**src/rtl/seed_conditioner.sv**
```systemverilog
// Seed conditioner for the xorshift32 digit generator: synchronises and debounces the
// raw seed switches, then emits a whitened, never-zero 32-bit seed with a one-cycle load strobe.
module seed_conditioner #(
    parameter int          SEED_W          = 6,
    parameter int          DEBOUNCE_CYCLES = 16,
    parameter logic [31:0] SEED_CONST      = 32'h9E3779B9
) (
    input  logic              clk,
    input  logic              rst,
    input  logic [SEED_W-1:0] seed_raw,
    output logic              seed_load,
    output logic [31:0]       seed_word,
    output logic              busy
);

    localparam int CW = (DEBOUNCE_CYCLES > 1) ? $clog2(DEBOUNCE_CYCLES) : 1;
    localparam logic [CW-1:0] CNT_LAST = CW'(DEBOUNCE_CYCLES - 1);

    typedef enum logic [1:0] {
        IDLE,
        SETTLE,
        LOAD
    } state_t;

    state_t            state;
    logic [SEED_W-1:0] sync1;
    logic [SEED_W-1:0] sync2;
    logic [SEED_W-1:0] candidate;
    logic [SEED_W-1:0] committed;
    logic              committed_valid;
    logic [CW-1:0]     counter;

    // Repeat the switch value across 32 bits, whiten it, and never hand out zero:
    // an all-zero state locks xorshift permanently.
    function automatic logic [31:0] expand(input logic [SEED_W-1:0] s);
        logic [31:0] w;
        for (int i = 0; i < 32; i++) begin
            w[i] = s[i % SEED_W];
        end
        w = w ^ SEED_CONST;
        if (w == 32'h0) begin
            w = 32'h0000_0001;
        end
        return w;
    endfunction

    // NOTE: every flop uses non-blocking assignments so all of them sample pre-edge values.
    always_ff @(posedge clk or posedge rst) begin
        if (rst) begin
            sync1 <= '0;
            sync2 <= '0;
        end else begin
            sync1 <= seed_raw;
            sync2 <= sync1;
        end
    end

    // Reset starts in SETTLE with no committed value, so a first strobe always follows reset.
    always_ff @(posedge clk or posedge rst) begin
        if (rst) begin
            state           <= SETTLE;
            candidate       <= '0;
            committed       <= '0;
            committed_valid <= 1'b0;
            counter         <= '0;
            seed_load       <= 1'b0;
            seed_word       <= SEED_CONST;
            busy            <= 1'b1;
        end else begin
            seed_load <= 1'b0;
            case (state)
                IDLE: begin
                    if (sync2 != committed) begin
                        state     <= SETTLE;
                        candidate <= sync2;
                        counter   <= '0;
                        busy      <= 1'b1;
                    end
                end
                SETTLE: begin
                    if (sync2 != candidate) begin
                        candidate <= sync2;
                        counter   <= '0;
                    end else if (counter == CNT_LAST) begin
                        if (!committed_valid || candidate != committed) begin
                            state     <= LOAD;
                            seed_load <= 1'b1;
                            seed_word <= expand(candidate);
                        end else begin
                            // Bounced back to the value already loaded: nothing to reseed.
                            state <= IDLE;
                            busy  <= 1'b0;
                        end
                    end else begin
                        counter <= counter + 1'b1;
                    end
                end
                LOAD: begin
                    committed       <= candidate;
                    committed_valid <= 1'b1;
                    state           <= IDLE;
                    busy            <= 1'b0;
                end
                default: begin
                    state <= IDLE;
                    busy  <= 1'b0;
                end
            endcase
        end
    end

endmodule

```
**config.mk**
```make
export PLATFORM = sky130hd
export DESIGN_NAME = seed_conditioner
export DESIGN_NICKNAME = d
export VERILOG_FILES = /design/src/rtl/seed_conditioner.sv
export SDC_FILE = /design/constraint.sdc
export NUM_CORES = 1
export LEC_CHECK = 0
export BUFFER_PORTS_ARGS = -buffer_cell sky130_fd_sc_hd__clkbuf_2
export CAP_MARGIN = 20
export CORE_MARGIN = 4
export CORE_UTILIZATION = 55
export CTS_BUF_LIST = sky130_fd_sc_hd__clkbuf_2 sky130_fd_sc_hd__clkbuf_4 sky130_fd_sc_hd__clkbuf_8
export CTS_CLUSTER_DIAMETER = 150
export DETAILED_ROUTE_END_ITERATION = 8
export PLACE_DENSITY = 0.8
export REMOVE_ABC_BUFFERS = 1
export SLEW_MARGIN = 40
export SYNTH_ARGS = -nofsm -noshare
export SYNTH_HDL_FRONTEND = slang
export SYNTH_SLANG_ARGS = --single-unit
```
**constraint.sdc**
```tcl
create_clock -name clk -period 2.5 [get_ports clk]
set_input_delay 0.125 -clock clk [delete_from_list [all_inputs] [get_ports clk]]
set_output_delay 0.125 -clock clk [all_outputs]
set_load 0.02 [all_outputs]
```
==> key figures, run 1 <==
Timing
  • Final period utilization: 0.8950
  • Tmin final: roughly 2200 ps
  • Setup_tns: 0 ps
  • Fin. Hold Viols: 0
  • Clock Skews: approximately 8 ps
  • RSZ-0062 raised after global routing: false
  • Max-slew violations: 0
  • Tightest Pin Transition: 537.6 ps
  • Max Fclk: roughly 450 MHz
  • # setup viols final: 0
  • Slew HR: 0.6416

Min path
  • Hold crit path type: flop to flop
  • Hold depth: 0
  • WHS Endpoint: sync2[5]$_DFF_PP0_
  • Hold Startpoint: sync1[5]$_DFF_PP0_

Synthesis
  • Seq/Total Area, Yosys: 0.5507
  • Post-Syn Area: 0.002111 mm²
  • Synthesis Warnings: 0
  • Number of synthesized register bits: 46
  • Synth Flop Type: dfrtp_1
  • Synth area leaders: dfrtp_1 (44%), dfstp_2 (11%), mux2_2 (9.1%), buf_4 (6.8%), xor2_1 (5.0%)
  • Synth top area share: 0.4386
  • Post-synth EDFFs: 0
  • Xor/xnor share of the synthesized area: 0.07469
  • Mux share of post-synthesis cell area: 0.1381
  • Post-synth ARST share: 1.000
  • Synthesized-area fraction occupied by adder cells: 0.005928
  • Cells after synthesis: 162
  • Synth Area per Inst: between 10 and 15 µm²
  • Commonest cells in the netlist: dfrtp_1 (37), buf_4 (19), mux2_2 (17), xor2_1 (12), inv_1 (10)
  • Post-synthesis compound-gate area fraction: 0.04386
  • Area leader, netlist: dfrtp_1
  • Post-synth cell types: 39
  • Largest family of logic cells by synthesized area: multiplexers
  • Simple-Gate Fraction of Synth Area: 0.07825
  • Count leader, synth: dfrtp_1

CTS
  • CTS tree: done
  • Bufs on Longest Clock Path: 2
  • # hold bufs at CTS: 7
  • Setup bufs post-CTS: 0
  • Worst-path clk slew: 80 ps
  • H-tree Lvls: 2
  • Post_cts resized: 0
  • CTS buffer count: 5
  • CTS sink count: 46
  • Worst-Skew Late Latency: 300 ps
  • CTS Root Cell: clkbuf_8

Route
  • DRT Pass-1 Iters: 4
  • Vias per cell: ~5
  • Vias post-DR: 1242
  • Routed len/inst: 14.36 µm
  • Final wirelength: 3460 µm
  • Post-route ant nets: 0
  • DRC violations left: 0
  • Iteration-0 DRC Markers: 56

Power
  • LEAKAGE: 0.001189 µW
  • Power density cells: 595.8 mW/mm²
  • Overall power: 1416 µW
  • Peak supply drop: 0.5075 mV

Setup path
  • Worst Reg-to-Reg Cells: 5
  • CP endpoint kind: flop
  • Crit path DAT: 2430 ps
  • Crit path launch type: flop
  • Critical Path Start: candidate[4]$_DFFE_PP0P_
  • Worst flop-to-flop path startpoint: candidate[4]$_DFFE_PP0P_
  • Crit Reg-Reg Endpoint: seed_word[30]$_DFFE_PP0P_
  • Critical Path Fanout Max: 14
  • Reg2reg setup slack: 260 ps
  • Critical path class: flop to flop
  • Worst EP required: 2690 ps

Placed design
  • Post-DP HPWL: between 2000 and 2500 µm
  • Buffers on Ports: 41
  • Routability Congestion: 0.8262

Die
  • Die H: about 70 µm
  • Die W: 69.95 µm
  • Rows: 22
  • Die area: between 0.004 and 0.005 mm²
  • Initial Utilization: 0.5723
  • Placeable Area: between 0.003 and 0.004 mm²
  • Top Ports: 42

Global routing
  • First-pass GRT wire length: 5982 µm
  • Largest net degree at the start of global routing: between 40 and 50
  • Initial antenna violation count: 0
  • Total grt overflow: 0
  • Overall global routing resource usage: 0.1568
  • Grt met2 use: 0.2718
  • Top Usage Layer GRT: met2
  • Met1 usage: 0.1813
  • Vias in the first global route: between 1000 and 1500
  • Met3 GRT Util: 0.05324

Finish
  • Antenna diode count: 0
  • Multi-input logic area: 719.4 µm²
  • Share of layout cells above drive strength 1: 0.4301
  • FILL cells: about 290
  • Final-stage net count: about 200
  • Sequential cell area: 0.001162 mm²
  • P&R area growth vs syn: 12.63%

Flow run
  • Max Cap Viol: 0

Run status
  • Status: finished, final reports clean
area by class of cell:
cell class / count / share of cell area
clock buffers: 7 / 0.03789
clock inverters: 1 / 0.01263
flip-flops and latches: 46 / 0.4889
well taps: 48 / 0.02526
multi-input cells: 81 / 0.3026
inverters: 10 / 0.01684
repair buffers: 48 / 0.1158
cells in the final DEF (no fill, tap or decap), drive strengths merged, types with 2 or more instances in the layout:
| cell | n |
|---|---|
| dfstp | 9 |
| dfrtp | 37 |
| xnor2 | 6 |
| nor4 | 2 |
| nand2b | 3 |
| nand2 | 2 |
| nor2 | 4 |
| mux2i | 7 |
| xor2 | 12 |
| a211oi | 2 |
| o21bai | 2 |
| dlygate4sd3 | 7 |
| inv | 10 |
| clkbuf | 48 |
| nand3 | 5 |
| mux2 | 19 |
report_power, final:
part | total (µW) | switching, µW | internal, µW
logic | 65.7 | 35.2 | 30.5
clock network | 573 | 236 | 337
registers | 778 | 18.0 | 760
worst max path at each step:
| stage | to | slack [ps] | cells past startpoint |
|---|---|---|---|
| CTS | seed_word[30]$_DFFE_PP0P_ | 240 | 5 |
| finish | seed_word[30]$_DFFE_PP0P_ | 260 | 5 |
| global route | seed_word[30]$_DFFE_PP0P_ | 150 | 5 |
| global placement | seed_word[30]$_DFFE_PP0P_ | 320 | 5 |
| floorplan | seed_word[30]$_DFFE_PP0P_ | 400 | 5 |
| detailed placement | seed_word[30]$_DFFE_PP0P_ | 260 | 5 |
registers in the layout (all words and copies together) (netlist names):
name,cells
busy,1
candidate,6
committed,6
committed_valid,1
counter,4
seed_load,1
seed_word,13
state,2
sync1,6
sync2,6
per-layer routing:
metal / vias to the layer above / wire length [µm] / share of wire
met5: - / 0 / 0
met4: 0 / 68 / 0.020
met3: 7 / 174 / 0.050
met2: 31 / 1749 / 0.51
met1: 618 / 1467 / 0.42
li1: 586 / - / -
metrics by stage:
step	std cells	hold slack [ps]	utilization	instance area (µm²)	worst slack [ps]
after CTS	241	353.1	0.6445	2377	238.5
after global routing	241	365.7	0.6445	2377	145.6
after floorplan	137	156.4	-	1919	401.9
after global placement	226	233.2	0.5923	2185	319.3
final	241	349.1	0.6445	2377	262.6
after detailed placement	226	210.3	0.5929	2187	261.4
critical path: stages (launching register included):
cell and delay, ps:
dfrtp_1 450, xor2_1 210, nor4_4 360, nand3_4 170, or4_4 590, mux2_4 340
cells by family after synthesis:
group / after synthesis
AO/OA/AOI/OAI: 12
XOR/XNOR: 18
adder cells (fa/ha/maj): 1
buffers and inverters: 35
flip-flops: 46
multiplexers: 26
AND/OR/NAND/NOR: 24
Note: power is estimated with default switching activity, not from simulation.
==> run 2: changes to the inputs <==
- BUFFER_PORTS_ARGS: -buffer_cell sky130_fd_sc_hd__clkbuf_2 -> not set
- DONT_BUFFER_PORTS: not set -> 1
- PLACE_DENSITY: 0.8 -> 0.7
- clock period: 2.5 -> 2.3 ns (I/O delays scaled with it)
==> key figures, run 2 (synthesis gave the netlist of run 1 again) <==
Setup path
  • Crit path DAT: 2340 ps (was 2430 ps)
  • Crit path launch type: flop (unchanged)
  • Critical path class: flop to flop (unchanged)
  • Critical Path Fanout Max: 14 (unchanged)
  • Worst EP required: 2470 ps (was 2690 ps)
  • CP endpoint kind: flop (unchanged)

Power
  • Power density cells: 693.0 mW/mm² (was 595.8 mW/mm²)
  • Overall power: 1510 µW (was 1416 µW)
  • Peak supply drop: 0.4602 mV (was 0.5075 mV)
  • LEAKAGE: 0.001006 µW (was 0.001189 µW)

Die
  • Top Ports: 42 (unchanged)
  • Die W: 69.95 µm (unchanged)
  • Rows: 22 (unchanged)
  • Placeable Area: 0.003689 mm² (unchanged)
  • Initial Utilization: 0.5723 (unchanged)
  • Die area: 0.004893 mm² (unchanged)
  • Die H: 69.95 µm (unchanged)

CTS
  • CTS buffer count: 5 (unchanged)
  • Worst-path clk slew: 80 ps (about the same)
  • Setup bufs post-CTS: 0 (unchanged)
  • Worst-Skew Late Latency: 290 ps (was 300 ps)
  • H-tree Lvls: 2 (unchanged)
  • CTS Root Cell: clkbuf_8 (unchanged)
  • Bufs on Longest Clock Path: 2 (unchanged)
  • CTS tree: done (unchanged)
  • CTS sink count: 46 (unchanged)

Timing
  • Fin. Hold Viols: 0 (unchanged)
  • Slew HR: 0.6242 (was 0.6416)
  • Worst setup margin: 130.2 ps (was 262.6 ps)
  • Tightest Pin Transition: 563.6 ps (was 537.6 ps)
  • Max Fclk: 460.9 MHz (was 446.9 MHz)
  • Tmin final: 2170 ps (was 2237 ps)
  • RSZ-0062 raised after global routing: false (unchanged)
  • Final period utilization: 0.9434 (was 0.8950)
  • Clock Skews: 4.600 ps (was 7.828 ps)
  • Max-slew violations: 0 (unchanged)
  • # setup viols final: 0 (unchanged)
  • Setup_tns: 0 ps (unchanged)

Finish
  • Biggest register: seed_word (unchanged)
  • Post-route cell area: 0.002178 mm² (was 0.002377 mm²)
  • Commonest non-fill, non-tap cells in the layout: dfrtp_1 (37), mux2_2 (17), xor2_1 (12), inv_1 (9), dfstp_2 (9) (was clkbuf_2 (41), dfrtp_1 (37), mux2_2 (17), xor2_1 (12))
  • Final-stage net count: 162 (was 201)
  • P&R area growth vs syn: 3.201% (was 12.63%)
  • Max reg flops: 13 (unchanged)
  • Share of layout cells above drive strength 1: 0.2792 (was 0.4301)
  • Antenna diode count: 0 (unchanged)
  • Commonest non-fill, non-tap cell in the layout: dfrtp_1 (was clkbuf_2)

Global routing
  • Total grt overflow: 0 (unchanged)
  • Initial antenna violation count: 0 (unchanged)
  • Overall global routing resource usage: 0.1523 (was 0.1568)
  • First-pass GRT wire length: 5816 µm (was 5982 µm)
  • Vias in the first global route: 1219 (was 1296)
  • Largest net degree at the start of global routing: 47 (unchanged)

Route
  • Final wirelength: 3219 µm (was 3460 µm)
  • Vias post-DR: 1083 (was 1242)
  • Vias per cell: 5.361 (was 5.154)
  • Routed len/inst: 15.94 µm (was 14.36 µm)
  • Iteration-0 DRC Markers: 48 (was 56)
  • DRT Pass-1 Iters: 4 (unchanged)
  • Post-route ant nets: 0 (unchanged)
  • DRC violations left: 0 (unchanged)

Run status
  • Status: finished, final reports clean (unchanged)

Min path
  • Hold crit path type: flop to flop (unchanged)

Placed design
  • Worst slack at placement: 136.6 ps (was 261.4 ps)
  • Post-DP HPWL: 2174 µm (was 2463 µm)
  • Routability Congestion: 0.7989 (was 0.8262)
  • Placed Area: 0.001994 mm² (was 0.002187 mm²)
  • Buffers on Ports: 0 (was 41)

Flow run
  • Max Cap Viol: 0 (unchanged)
-- run 2: changes by cell type in the layout (fill, tap and decap cells not counted) --
cell | previous run | this run
clkinv_1 | 0 | 1
clkbuf_2 | 41 | 0
buf_4 | 0 | 2
clkbuf_8 | 6 | 5
clkbuf_4 | 1 | 2
inv_4 | 1 | 0
-- run 2: repair_timing --
action,in CTS,in global routing
hold buffers,7,0
hold endpoints to repair,43,0
endpoints found under the setup margin,0,0
gates resized for setup,0,0
-- run 2: worst paths after layout --
check	slack (ps)	to	start	depth (start not counted)
max	130	seed_word[30]$_DFFE_PP0P_	candidate[4]$_DFFE_PP0P_	5
min	350	sync2[3]$_DFF_PP0_	sync1[3]$_DFF_PP0_	0
max reg2reg	130	seed_word[30]$_DFFE_PP0P_	candidate[4]$_DFFE_PP0P_	5
min reg2reg	350	sync2[3]$_DFF_PP0_	sync1[3]$_DFF_PP0_	0
max in group asynchronous	1520	seed_word[17]$_DFFE_PP1P_	rst	3
min in group asynchronous	410	sync1[4]$_DFF_PP0_	rst	3
-- run 2: routing by layer --
| layer | vias up | wire length, µm | share of wire | GRT usage |
|---|---|---|---|---|
| li1 | 504 | - | - | - |
| met1 | 546 | 1355 | 0.42 | 0.1833 |
| met2 | 29 | 1602 | 0.50 | 0.2382 |
| met3 | 4 | 204 | 0.063 | 0.06906 |
| met4 | 0 | 56 | 0.017 | 0.05957 |
| met5 | - | 0 | 0 | 0 |
-- run 2: area by class of cell --
class | instances | area, µm²
fill | 310 | 1510
clock buffer | 7 | 83.83
inverter | 10 | 37.54
tap | 48 | 60.06
clock inverter | 1 | 30.03
timing repair buffer | 9 | 85.08
multi-input combinational | 81 | 719.4
sequential | 46 | 1162
-- run 2: where the power goes --
group	internal [µW]	switching, µW	total (µW)
logic	30.4	36.2	66.6
clock network	349	248	597
registers	826	20.1	846
total	1210	304	1510
-- run 2: per-stage QoR --
step | std cells | utilization | hold WS [ps]
final | 202 | 0.5906 | 350.6
after global routing | 202 | 0.5906 | 358.3
after CTS | 202 | 0.5906 | 354.5
after detailed placement | 187 | 0.5407 | 146.5
after global placement | 187 | 0.5407 | 146.5
after floorplan | 137 | - | 146.4
-- run 2: critical path: stages (launching register included) --
cell and delay [ps]:
dfrtp_1 450, xor2_1 210, nor4_4 380, nand3_4 100
or4_4 580, mux2_4 340
==> run 3: changes to the inputs <==
- CORE_ASPECT_RATIO: not set -> 0.9
==> key figures, run 3 (synthesis gave the netlist of run 1 again) <==
Route
  • Routed len/inst: 15.01 µm (was 15.94 µm)
  • DRT Pass-1 Iters: 4 (unchanged)
  • Iteration-0 DRC Markers: 45 (was 48)
  • Final wirelength: 3002 µm (was 3219 µm)
  • Post-route ant nets: 0 (unchanged)
  • DRC violations left: 0 (unchanged)
  • Vias post-DR: 1044 (was 1083)
  • Vias per cell: 5.220 (was 5.361)

Die
  • Placeable Area: 0.003705 mm² (was 0.003689 mm²)
  • Initial Utilization: 0.5697 (was 0.5723)
  • Rows: 21 (was 22)
  • Die W: 73.30 µm (was 69.95 µm)
  • Die area: 0.004894 mm² (was 0.004893 mm²)
  • Top Ports: 42 (unchanged)
  • Die H: 66.77 µm (was 69.95 µm)

Run status
  • Status: finished, final reports clean (unchanged)

Finish
  • Final-stage net count: 162 (unchanged)
  • Post-route cell area: 0.002157 mm² (was 0.002178 mm²)
  • Max reg flops: 13 (unchanged)
  • Non-filler cells in the finished layout: 200 (was 202)
  • P&R area growth vs syn: 2.193% (was 3.201%)
  • Share of layout cells above drive strength 1: 0.2792 (unchanged)
  • FILL cells: 286 (was 310)
  • Commonest non-fill, non-tap cells in the layout: dfrtp_1 (37), mux2_2 (17), xor2_1 (12), inv_1 (9), dfstp_2 (9) (unchanged)
  • Antenna diode count: 0 (unchanged)
  • Biggest register: seed_word (unchanged)
  • Commonest non-fill, non-tap cell in the layout: dfrtp_1 (unchanged)

Timing
  • Max Fclk: 468.4 MHz (was 460.9 MHz)
  • Fin. Hold Viols: 0 (unchanged)
  • Max-slew violations: 0 (unchanged)
  • RSZ-0062 raised after global routing: false (unchanged)
  • Slew HR: 0.6215 (was 0.6242)
  • Worst setup margin: 165.1 ps (was 130.2 ps)
  • Final period utilization: 0.9282 (was 0.9434)
  • Clock Skews: 5.948 ps (was 4.600 ps)
  • Tightest Pin Transition: 567.7 ps (was 563.6 ps)
  • # setup viols final: 0 (unchanged)
  • Tmin final: 2135 ps (was 2170 ps)
  • Setup_tns: 0 ps (unchanged)

Global routing
  • Initial antenna violation count: 0 (unchanged)
  • First-pass GRT wire length: 5257 µm (was 5816 µm)
  • Total grt overflow: 0 (unchanged)
  • Overall global routing resource usage: 0.1451 (was 0.1523)
  • Largest net degree at the start of global routing: 47 (unchanged)
  • Vias in the first global route: 1105 (was 1219)

Placed design
  • Post-DP HPWL: 2126 µm (was 2174 µm)
  • Worst slack at placement: 160.9 ps (was 136.6 ps)
  • Placed Area: 0.001992 mm² (was 0.001994 mm²)
  • Routability Congestion: 0.8005 (was 0.7989)
  • Placed cell count: 185 (was 187)
  • Buffers on Ports: 0 (unchanged)

CTS
  • Worst-path clk slew: 80 ps (about the same)
  • Worst-Skew Late Latency: 290 ps (about the same)
  • Setup bufs post-CTS: 0 (unchanged)
  • # hold bufs at CTS: 7 (unchanged)
  • Post_cts resized: 0 (unchanged)
  • CTS tree: done (unchanged)
  • Bufs on Longest Clock Path: 2 (unchanged)
  • CTS sink count: 46 (unchanged)
  • H-tree Lvls: 2 (unchanged)
  • CTS buffer count: 5 (unchanged)
  • CTS Root Cell: clkbuf_8 (unchanged)

Setup path
  • Worst EP required: 2480 ps (was 2470 ps)
  • Critical Path Fanout Max: 14 (unchanged)
  • Worst Reg-to-Reg Cells: 5 (unchanged)
  • Critical path class: flop to flop (unchanged)
  • Crit path launch type: flop (unchanged)
  • Crit path DAT: 2320 ps (was 2340 ps)
  • CP endpoint kind: flop (unchanged)

Min path
  • Hold crit path type: flop to flop (unchanged)
  • Hold depth: 0 (unchanged)

Power
  • P_sw: 304.4 µW (about the same)
  • Clock share of power: 0.355 (was 0.395)
  • Overall power: 1415 µW (was 1510 µW)
  • Flop pwr share: 0.598 (was 0.561)
  • Power Internal: 1111 µW (was 1205 µW)
  • Peak supply drop: 0.5082 mV (was 0.4602 mV)
  • LEAKAGE: 0.0009988 µW (was 0.001006 µW)
  • Sw frac: 0.2151 (was 0.2016)
  • Power density cells: 656.0 mW/mm² (was 693.0 mW/mm²)
  • Proportion of power drawn by combinational gates: 0.047 (was 0.044)

Flow run
  • Max Cap Viol: 0 (unchanged)
run 3: cell type report:
type	count	area [µm²]	share of cell area
flip-flops and latches	46	1162	0.5389
multi-input cells	81	719.4	0.3335
clock buffers	7	90.09	0.04176
repair buffers	9	85.08	0.03944
well taps	46	57.56	0.02668
inverters	10	37.54	0.01740
clock inverters	1	5.005	0.002320
run 3: worst max-delay path, cell delays in order, from the launching register on:
cell,delay (ps)
dfrtp_1,450
xor2_1,210
nor4_4,350
nand3_4,100
or4_4,570
mux2_4,340
run 3: per-stage QoR:
stage,hold WS (ps),utilization
6_report,345.3,0.5822
5_1_grt,371.8,0.5822
4_1_cts,350.3,0.5822
2_1_floorplan,146.4,-
3_5_place_dp,146.5,0.5377
3_3_place_gp,146.5,0.5377
run 3: worst paths after layout:
| check | start | endpoint | slack (ps) |
|---|---|---|---|
| max in group asynchronous | rst | seed_word[26]$_DFFE_PP1P_ | 1520 |
| min in group asynchronous | rst | sync2[5]$_DFF_PP0_ | 390 |
| setup reg to reg | candidate[4]$_DFFE_PP0P_ | seed_word[29]$_DFFE_PP0P_ | 170 |
| hold / removal | sync1[0]$_DFF_PP0_ | sync2[0]$_DFF_PP0_ | 350 |
| setup / recovery | candidate[4]$_DFFE_PP0P_ | seed_word[29]$_DFFE_PP0P_ | 170 |
| hold reg to reg | sync1[0]$_DFF_PP0_ | sync2[0]$_DFF_PP0_ | 350 |
run 3: power groups by stage:
stage               logic, µW  clock network [µW]  registers, µW
global placement         57.8                   0            861
CTS                      68.0                 524            846
floorplan                47.7                   0            857
detailed placement       58.5                   0            862
global route             76.3                 556            850
finish                   65.9                 503            846
run 3: per-layer routing:
metal / global-route usage / vias up / share of wire
li1: - / 503 / -
met1: 0.1899 / 509 / 0.46
met2: 0.2210 / 27 / 0.46
met3: 0.04525 / 5 / 0.063
met4: 0.06335 / 0 / 0.017
met5: 0 / - / 0
